$ cat src/rtl/input_handler.sv
// Host byte-stream deframer: sync byte + 12 big-endian bytes -> command/address/data words.
// Optional trailing checksum byte enabled by defining INPUT_HANDLER_CHECKSUM_EN.
`timescale 1ns/1ps
module input_handler #(
    parameter logic [7:0]  SYNC_BYTE      = 8'hCD,
    parameter int unsigned TIMEOUT_CYCLES = 1000,
    parameter int unsigned TIMEOUT_WIDTH  = 16
) (
    input  logic        clk,
    input  logic        rst,
    input  logic        byte_valid,
    input  logic [7:0]  byte_data,
    output logic        byte_ready,
    input  logic        master_ready,
    output logic        in_ready,
    output logic [31:0] in_command,
    output logic [31:0] in_address,
    output logic [31:0] in_data,
    output logic        frame_error,
    output logic [7:0]  error_count
);

    typedef enum logic [1:0] {
        ST_IDLE    = 2'd0,
        ST_COLLECT = 2'd1,
        ST_CHECK   = 2'd2,
        ST_WAIT    = 2'd3
    } state_t;

    localparam logic [TIMEOUT_WIDTH-1:0] TMO_ZERO  = {TIMEOUT_WIDTH{1'b0}};
    localparam logic [TIMEOUT_WIDTH-1:0] TMO_ONE   = TIMEOUT_WIDTH'(1);
    localparam logic [TIMEOUT_WIDTH-1:0] TMO_LIMIT = TIMEOUT_WIDTH'(TIMEOUT_CYCLES - 32'd1);
    localparam logic                     TMO_EN    = (TIMEOUT_CYCLES != 32'd0);
    localparam logic [3:0]               LAST_IDX  = 4'd11;

    state_t                   state_q, state_d;
    logic [95:0]              shift_q, shift_d;
    logic [3:0]               idx_q, idx_d;
    logic [TIMEOUT_WIDTH-1:0] tmo_q, tmo_d;
    logic [31:0]              cmd_q, cmd_d;
    logic [31:0]              addr_q, addr_d;
    logic [31:0]              data_q, data_d;
    logic                     in_ready_q, in_ready_d;
    logic                     frame_error_q, frame_error_d;
    logic [7:0]               err_cnt_q, err_cnt_d;
`ifdef INPUT_HANDLER_CHECKSUM_EN
    logic [7:0]               sum_q, sum_d;
`endif

    logic accept_s;
    logic timeout_s;

    function automatic logic [7:0] sat_inc(input logic [7:0] v);
        return (v == 8'hFF) ? v : v + 8'd1;
    endfunction

    assign byte_ready = (state_q != ST_WAIT);
    assign accept_s   = byte_valid && byte_ready;
    // A byte arriving on the would-be timeout cycle suppresses the timeout.
    assign timeout_s  = TMO_EN && !accept_s && (tmo_q == TMO_LIMIT);

    assign in_ready    = in_ready_q;
    assign in_command  = cmd_q;
    assign in_address  = addr_q;
    assign in_data     = data_q;
    assign frame_error = frame_error_q;
    assign error_count = err_cnt_q;

    // Next-state and next-output computation for the deframer.
    always_comb begin
        state_d       = state_q;
        shift_d       = shift_q;
        idx_d         = idx_q;
        tmo_d         = tmo_q;
        cmd_d         = cmd_q;
        addr_d        = addr_q;
        data_d        = data_q;
        in_ready_d    = 1'b0;
        frame_error_d = 1'b0;
        err_cnt_d     = err_cnt_q;
`ifdef INPUT_HANDLER_CHECKSUM_EN
        sum_d         = sum_q;
`endif
        case (state_q)
            ST_IDLE: begin
                if (accept_s && (byte_data == SYNC_BYTE)) begin
                    state_d = ST_COLLECT;
                    idx_d   = 4'd0;
                    tmo_d   = TMO_ZERO;
`ifdef INPUT_HANDLER_CHECKSUM_EN
                    sum_d   = 8'd0;
`endif
                end else begin
                    state_d = ST_IDLE;
                end
            end
            ST_COLLECT: begin
                if (accept_s) begin
                    shift_d = {shift_q[87:0], byte_data};
                    tmo_d   = TMO_ZERO;
`ifdef INPUT_HANDLER_CHECKSUM_EN
                    sum_d   = sum_q + byte_data;
`endif
                    if (idx_q == LAST_IDX) begin
`ifdef INPUT_HANDLER_CHECKSUM_EN
                        state_d = ST_CHECK;
`else
                        state_d = ST_WAIT;
`endif
                    end else begin
                        idx_d = idx_q + 4'd1;
                    end
                end else if (timeout_s) begin
                    state_d       = ST_IDLE;
                    frame_error_d = 1'b1;
                    err_cnt_d     = sat_inc(err_cnt_q);
                end else begin
                    tmo_d = tmo_q + TMO_ONE;
                end
            end
`ifdef INPUT_HANDLER_CHECKSUM_EN
            ST_CHECK: begin
                if (accept_s) begin
                    tmo_d = TMO_ZERO;
                    if (byte_data == sum_q) begin
                        state_d = ST_WAIT;
                    end else begin
                        state_d       = ST_IDLE;
                        frame_error_d = 1'b1;
                        err_cnt_d     = sat_inc(err_cnt_q);
                    end
                end else if (timeout_s) begin
                    state_d       = ST_IDLE;
                    frame_error_d = 1'b1;
                    err_cnt_d     = sat_inc(err_cnt_q);
                end else begin
                    tmo_d = tmo_q + TMO_ONE;
                end
            end
`endif
            ST_WAIT: begin
                if (master_ready) begin
                    cmd_d      = shift_q[95:64];
                    addr_d     = shift_q[63:32];
                    data_d     = shift_q[31:0];
                    in_ready_d = 1'b1;
                    state_d    = ST_IDLE;
                end else begin
                    state_d = ST_WAIT;
                end
            end
            default: begin
                state_d = ST_IDLE;
            end
        endcase
    end

    // State and output registers with asynchronous reset.
    always_ff @(posedge clk or posedge rst) begin
        if (rst) begin
            state_q       <= ST_IDLE;
            shift_q       <= 96'd0;
            idx_q         <= 4'd0;
            tmo_q         <= TMO_ZERO;
            cmd_q         <= 32'd0;
            addr_q        <= 32'd0;
            data_q        <= 32'd0;
            in_ready_q    <= 1'b0;
            frame_error_q <= 1'b0;
            err_cnt_q     <= 8'd0;
`ifdef INPUT_HANDLER_CHECKSUM_EN
            sum_q         <= 8'd0;
`endif
        end else begin
            state_q       <= state_d;
            shift_q       <= shift_d;
            idx_q         <= idx_d;
            tmo_q         <= tmo_d;
            cmd_q         <= cmd_d;
            addr_q        <= addr_d;
            data_q        <= data_d;
            in_ready_q    <= in_ready_d;
            frame_error_q <= frame_error_d;
            err_cnt_q     <= err_cnt_d;
`ifdef INPUT_HANDLER_CHECKSUM_EN
            sum_q         <= sum_d;
`endif
        end
    end

endmodule
$ cat config.mk
export PLATFORM = sky130hd
export DESIGN_NAME = input_handler
export DESIGN_NICKNAME = d
export VERILOG_FILES = /design/src/rtl/input_handler.sv
export SDC_FILE = /design/constraint.sdc
export NUM_CORES = 1
export LEC_CHECK = 0
export CAP_MARGIN = 10
export CELL_PAD_IN_SITES_DETAIL_PLACEMENT = 0
export CELL_PAD_IN_SITES_GLOBAL_PLACEMENT = 1
export CORE_AREA = 2 2 153 155
export DETAILED_ROUTE_END_ITERATION = 12
export DIE_AREA = 0 0 155 157
export GPL_ROUTABILITY_DRIVEN = 0
export PLACE_DENSITY_LB_ADDON = 0.1
export SLEW_MARGIN = 5
export SYNTH_ARGS = -nofsm -noshare
export SYNTH_HDL_FRONTEND = slang
export SYNTH_SLANG_ARGS = --single-unit
$ cat constraint.sdc
create_clock -name clk -period 8.6 [get_ports clk]
set_input_delay 1.72 -clock clk [delete_from_list [all_inputs] [get_ports clk]]
set_output_delay 1.72 -clock clk [all_outputs]
set_load 0.03 [all_outputs]
Yosys cells after proc, flatten, opt, wreduce, memory -nomap -nowiden --
Index checks and enable logic that the tools add are counted.
Cells by class: div/mod/pow operators 0, bitwise gates (word level) 2, magnitude comparators 0, reduce and logical (&&, ||, !) cells 12, $mul 0, multiplexer cells 19, $add $sub $neg 3, equal/unequal tests 13, shifts and indexed selects 0
Operators with widths (number):
- 16-bit 2-to-1 mux | 3
- 16-bit one-hot mux with 2 select lines | 1
- 16-bit by 1-bit adder with 16-bit output, second input constant | 1
- 16-bit by 10-bit equality test with 1-bit output, second input constant | 1
- 8-bit equality test, second input constant | 2
- 4-bit 2-to-1 mux | 3
- 3-bit inequality test, second input constant | 3
- 8-bit by 1-bit adder with 8-bit output, second input constant | 1
- 2-bit 2-to-1 mux | 4
- 2-bit inequality test, second input constant | 4
- 4-bit one-hot mux with 2 select lines | 1
- 4-bit AND reduction | 2
- 1-bit 2-to-1 mux | 6
- 2-bit one-hot mux with 3 select lines | 1
- 2-bit AND reduction | 3
- 4-bit by 1-bit adder with 4-bit output, second input constant | 1
- 4-bit equality test, second input constant | 1
- 1-bit logical AND | 3
- 3-bit AND reduction | 1
- 2-bit by 1-bit equality test with 1-bit output, second input constant | 1
- 2-bit equality test, second input constant | 1
- 2-bit logical NOT | 1
- 1-bit NOT | 2
- 2-bit nonzero test | 1
- 1-bit logical NOT | 1
Storage, ports and cells: memories kept 0, input port bits 12, bits in latches 0, word-level logic and storage cells 59, flip-flop bits (word level) 224, output and inout port bits 107, bits in read-only memories 0, RAM bits 0

Depth between registers and ports, before layout --
depth after elaboration 7, mapped depth 7, mapped depth without buffers 5

Worst setup path after synthesis --
OpenSTA, ideal clock, no wires.
path type input to register, start point input port byte_valid, end point register err_cnt_q[7], in the netlist error_count[7], setup time 0.128 ns, setup slack 5.657 ns, required time 8.472 ns, arrival 2.816 ns, stages on the path 4, path buffers 1, cells stage by stage or3b_4 > buf_6 > nor4_2 > mux2_1
Between the ends: longest elaborated chain between the ends 4, elaborated cells on any way between the ends 5, those cells by class bitwise (1); reduce/logical (4)
RTL lines:
- start: declaration | RTL line 11 | input logic byte_valid,
- 1-bit logical AND * | RTL line 58 | assign accept_s = byte_valid && byte_ready;
- 1-bit logical NOT | RTL line 60 | assign timeout_s = TMO_EN && !accept_s && (tmo_q == TMO_LIMIT);
- 1-bit logical AND | RTL line 60
- 4-bit AND reduction (no source line) *
- end signal: assignment | RTL line 184 | err_cnt_q <= err_cnt_d;
- end: declaration | RTL line 45 | logic [7:0] err_cnt_q, err_cnt_d;
Mark *: on every way between the ends. The rest lies on a longest branch, timed or not. A chain may end at the register's enable or synchronous reset.

Final worst setup path --
start point input port byte_valid, end point register shift_q[41]
Between the ends: longest elaborated chain between the ends 2
RTL lines:
- 1-bit logical AND | RTL line 58
- 2-bit AND reduction (no source line)
- end signal: assignment | RTL line 176 | shift_q <= shift_d;
- end: declaration | RTL line 37 | logic [95:0] shift_q, shift_d;
Every way passes these cells.

==> reports/qor.yml <==
cellPowerDensity_nw_per_um2: 209
syn_to_final_growth_pct: 25.2
path_cells: "clkdlybuf4s50_1 -> nand3b_1 -> buf_4 -> buf_4 -> mux2_2"
cts_made_buffers: 25
cts_hold_buf: 0
ff2ff_setup_slack_ps: 6210
drc: 0
cts-root-buf: "clkbuf_16"
syn_area_sq_um: 9000
placementRows: 55
viasPerCell: 5.12
grt_max_degree: 110
ioPinCount: 119
synthTopCellsByArea: "dfrtp_1 62%, mux2_2 25%, buf_2 1.2%"
path_clk_slew_ps: 60
drive_above_1_share_pct: 35.6
core_area_sq_um: 22500
maxSlewHeadroom_pct: 42.0
slew_viol_final: 0
status: "completed"
worstPathMaxFanout: 68
route.met2.wl_mm: 8.12
crit_path_frequent_cell: "buf_4"
wl_met1_mm: 8.34
dieArea_sq_um: 24300
wl_per_cell_um: 17.5
setup-tns-final_ps: 0
clock-sinks: 224
cts_resized: 0
critPathKind: "in2reg"
worst_pin_slew_ps: 870
yosysMostFrequentCell: "dfrtp_1"
final_hold_viol_count: 0
yosys_warnings: 0
fmax_mhz: 278
drt_wl_total_mm: 17.8
crit_arrival_ps: 4000
ys_seq_area_share_pct: 62.3
dr.pass1.iters: 4
die_w_um: 155
ir_drop_uv: 151
synth_cells: 595
grt_pass1_vias: 5543
cts_max_level: 1
synth_common_cells: "224 x dfrtp_1, 196 x mux2_2, 21 x buf_2"
antenna_found_initial: 0
multiInputGateArea_sq_um: 3170
start_util_pct: 40.0
synth.avg_cell_area_sq_um: 15.1
synth_cell_types: 53
grt_use_total_pct: 15.1
synthFlopType: "dfrtp_1"
regArea_sq_um: 5610
grt_pass1_wl_mm: 29.9
num-fill-cells: 1915
wl_met3_um: 874
cts_buffer_depth: 3
detailed_place_hpwl_mm: 11.4
synth_top_area_share_pct: 62.3
diodes: 0
cp_slowest_cell: "buf_4"
endpoint_kind: "flip-flop"
fp.dieH_um: 157
cts_tree: "done"
synth_top_cell_by_area: "dfrtp_1"
via_count: 5213
layout.nets: 731
port_buffers: 118
leakagePower_nw: 5.44
antenna_left: 0
max-cap-violations: 0
setup_viol: 0
period_minus_slack_ps: 3600
hp-class: "reg2reg"
synth_edf_count: 0
top_layer: "met4"
dr.first_iter.drc_count: 193
slowest_delay_ps: 760
async_flop_share_pct: 100
overflow: 0
cp-start-kind: "input pin"
synth_nets: 610
skew_ps: 18.7
grt_setup_unrepaired: "no"
timing.final.crit_share_pct: 41.9
yosys_register_bits: 224
clk-insertion-delay-late_ps: 510
cp.required_ps: 8990
postCtsSetupRepairBufs: 0
worst_hold_slack_ps: 502
[path summary, 6_finish.rpt]
check,to,cells after the start,start
hold reg to reg,shift_q[89]$_DFFE_PP0P_,1,shift_q[89]$_DFFE_PP0P_
hold / removal,shift_q[89]$_DFFE_PP0P_,1,shift_q[89]$_DFFE_PP0P_
setup / recovery,shift_q[41]$_DFFE_PP0P_,5,byte_valid
min in group asynchronous,in_command[31]$_DFFE_PP0P_,2,rst
setup reg to reg,shift_q[41]$_DFFE_PP0P_,4,state_q[1]$_DFFE_PP0P_
max in group asynchronous,shift_q[19]$_DFFE_PP0P_,3,rst
[cells in the final DEF, fill, tap and decap left out, drive strengths merged, types with 3 or more instances in the layout]
cell / netlist / final
ha: 3 / 3
nor2: 7 / 7
a22o: 3 / 3
dfrtp: 224 / 224
a31oi: 5 / 5
clkinv: 0 / 7
nor4: 5 / 5
and3: 3 / 3
o21ai: 14 / 14
and2: 5 / 5
buf: 30 / 7
nor3: 8 / 8
mux2: 197 / 197
or4: 3 / 3
clkbuf: 1 / 33
clkdlybuf4s50: 0 / 118
xor2: 6 / 6
bufinv: 0 / 4
nand3: 13 / 13
nand4: 7 / 7
o41ai: 3 / 3
a21oi: 4 / 4
nand2: 16 / 16
inv: 8 / 9
xnor2: 3 / 3
[cell type report]
class,count,area share [%]
sequential,224,49.7
multi-input combinational,332,28.1
timing repair buffer,125,10.9
clock buffer,33,6.17
tap,285,3.16
clock inverter,12,1.49
inverter,8,0.333
[state kept, by name, summed over array words and instances (netlist names)]
name	count
tmo_q	16
idx_q	4
in_address	32
in_ready	1
state_q	2
in_command	32
error_count	8
shift_q	96
in_data	32
frame_error	1
[through the flow]
step           util (%)  instances  instance area (sq um)  power [W]  setup WS [ps]
2_1_floorplan         -        595                   9000    0.00123            746
3_3_place_gp       46.2        974                  10400    0.00126           4480
3_5_place_dp       46.2        974                  10400    0.00127           4450
4_1_cts            50.1       1019                  11300    0.00239           4980
5_1_grt            50.1       1019                  11300    0.00245           4810
6_report           50.1       1019                  11300    0.00235           5000
[power by group]
part,leakage (nW),internal (W),switching (W)
Clock,0.430,0.000688,0.000417
Combinational,1.89,0.0000531,0.0000568
Sequential,3.11,0.00110,0.0000384
Total,5.44,0.00184,0.000513
[routing by layer]
| metal | vias to the layer above | GRT usage, % |
|---|---|---|
| met5 | - | 0 |
| met4 | 0 | 4.72 |
| met3 | 28 | 3.33 |
| met2 | 116 | 23.4 |
| met1 | 2686 | 21.2 |
| li1 | 2383 | - |
[cells by family after synthesis]
logic type | share of synthesized area (%)
flops | 62.3
fa+ha+maj | 0.417
xor+xnor | 0.876
compound gates | 3.30
simple gates | 5.94
buf+inv | 2.50
mux | 24.7
[critical path, delay by kind of cell]
| family | cells | cell delay, ps |
|---|---|---|
| muxes | 1 | 420 |
| and+or+nand+nor | 1 | 140 |
| buffers and inverters | 3 | 1670 |
Power figures use the tool's default switching activity.
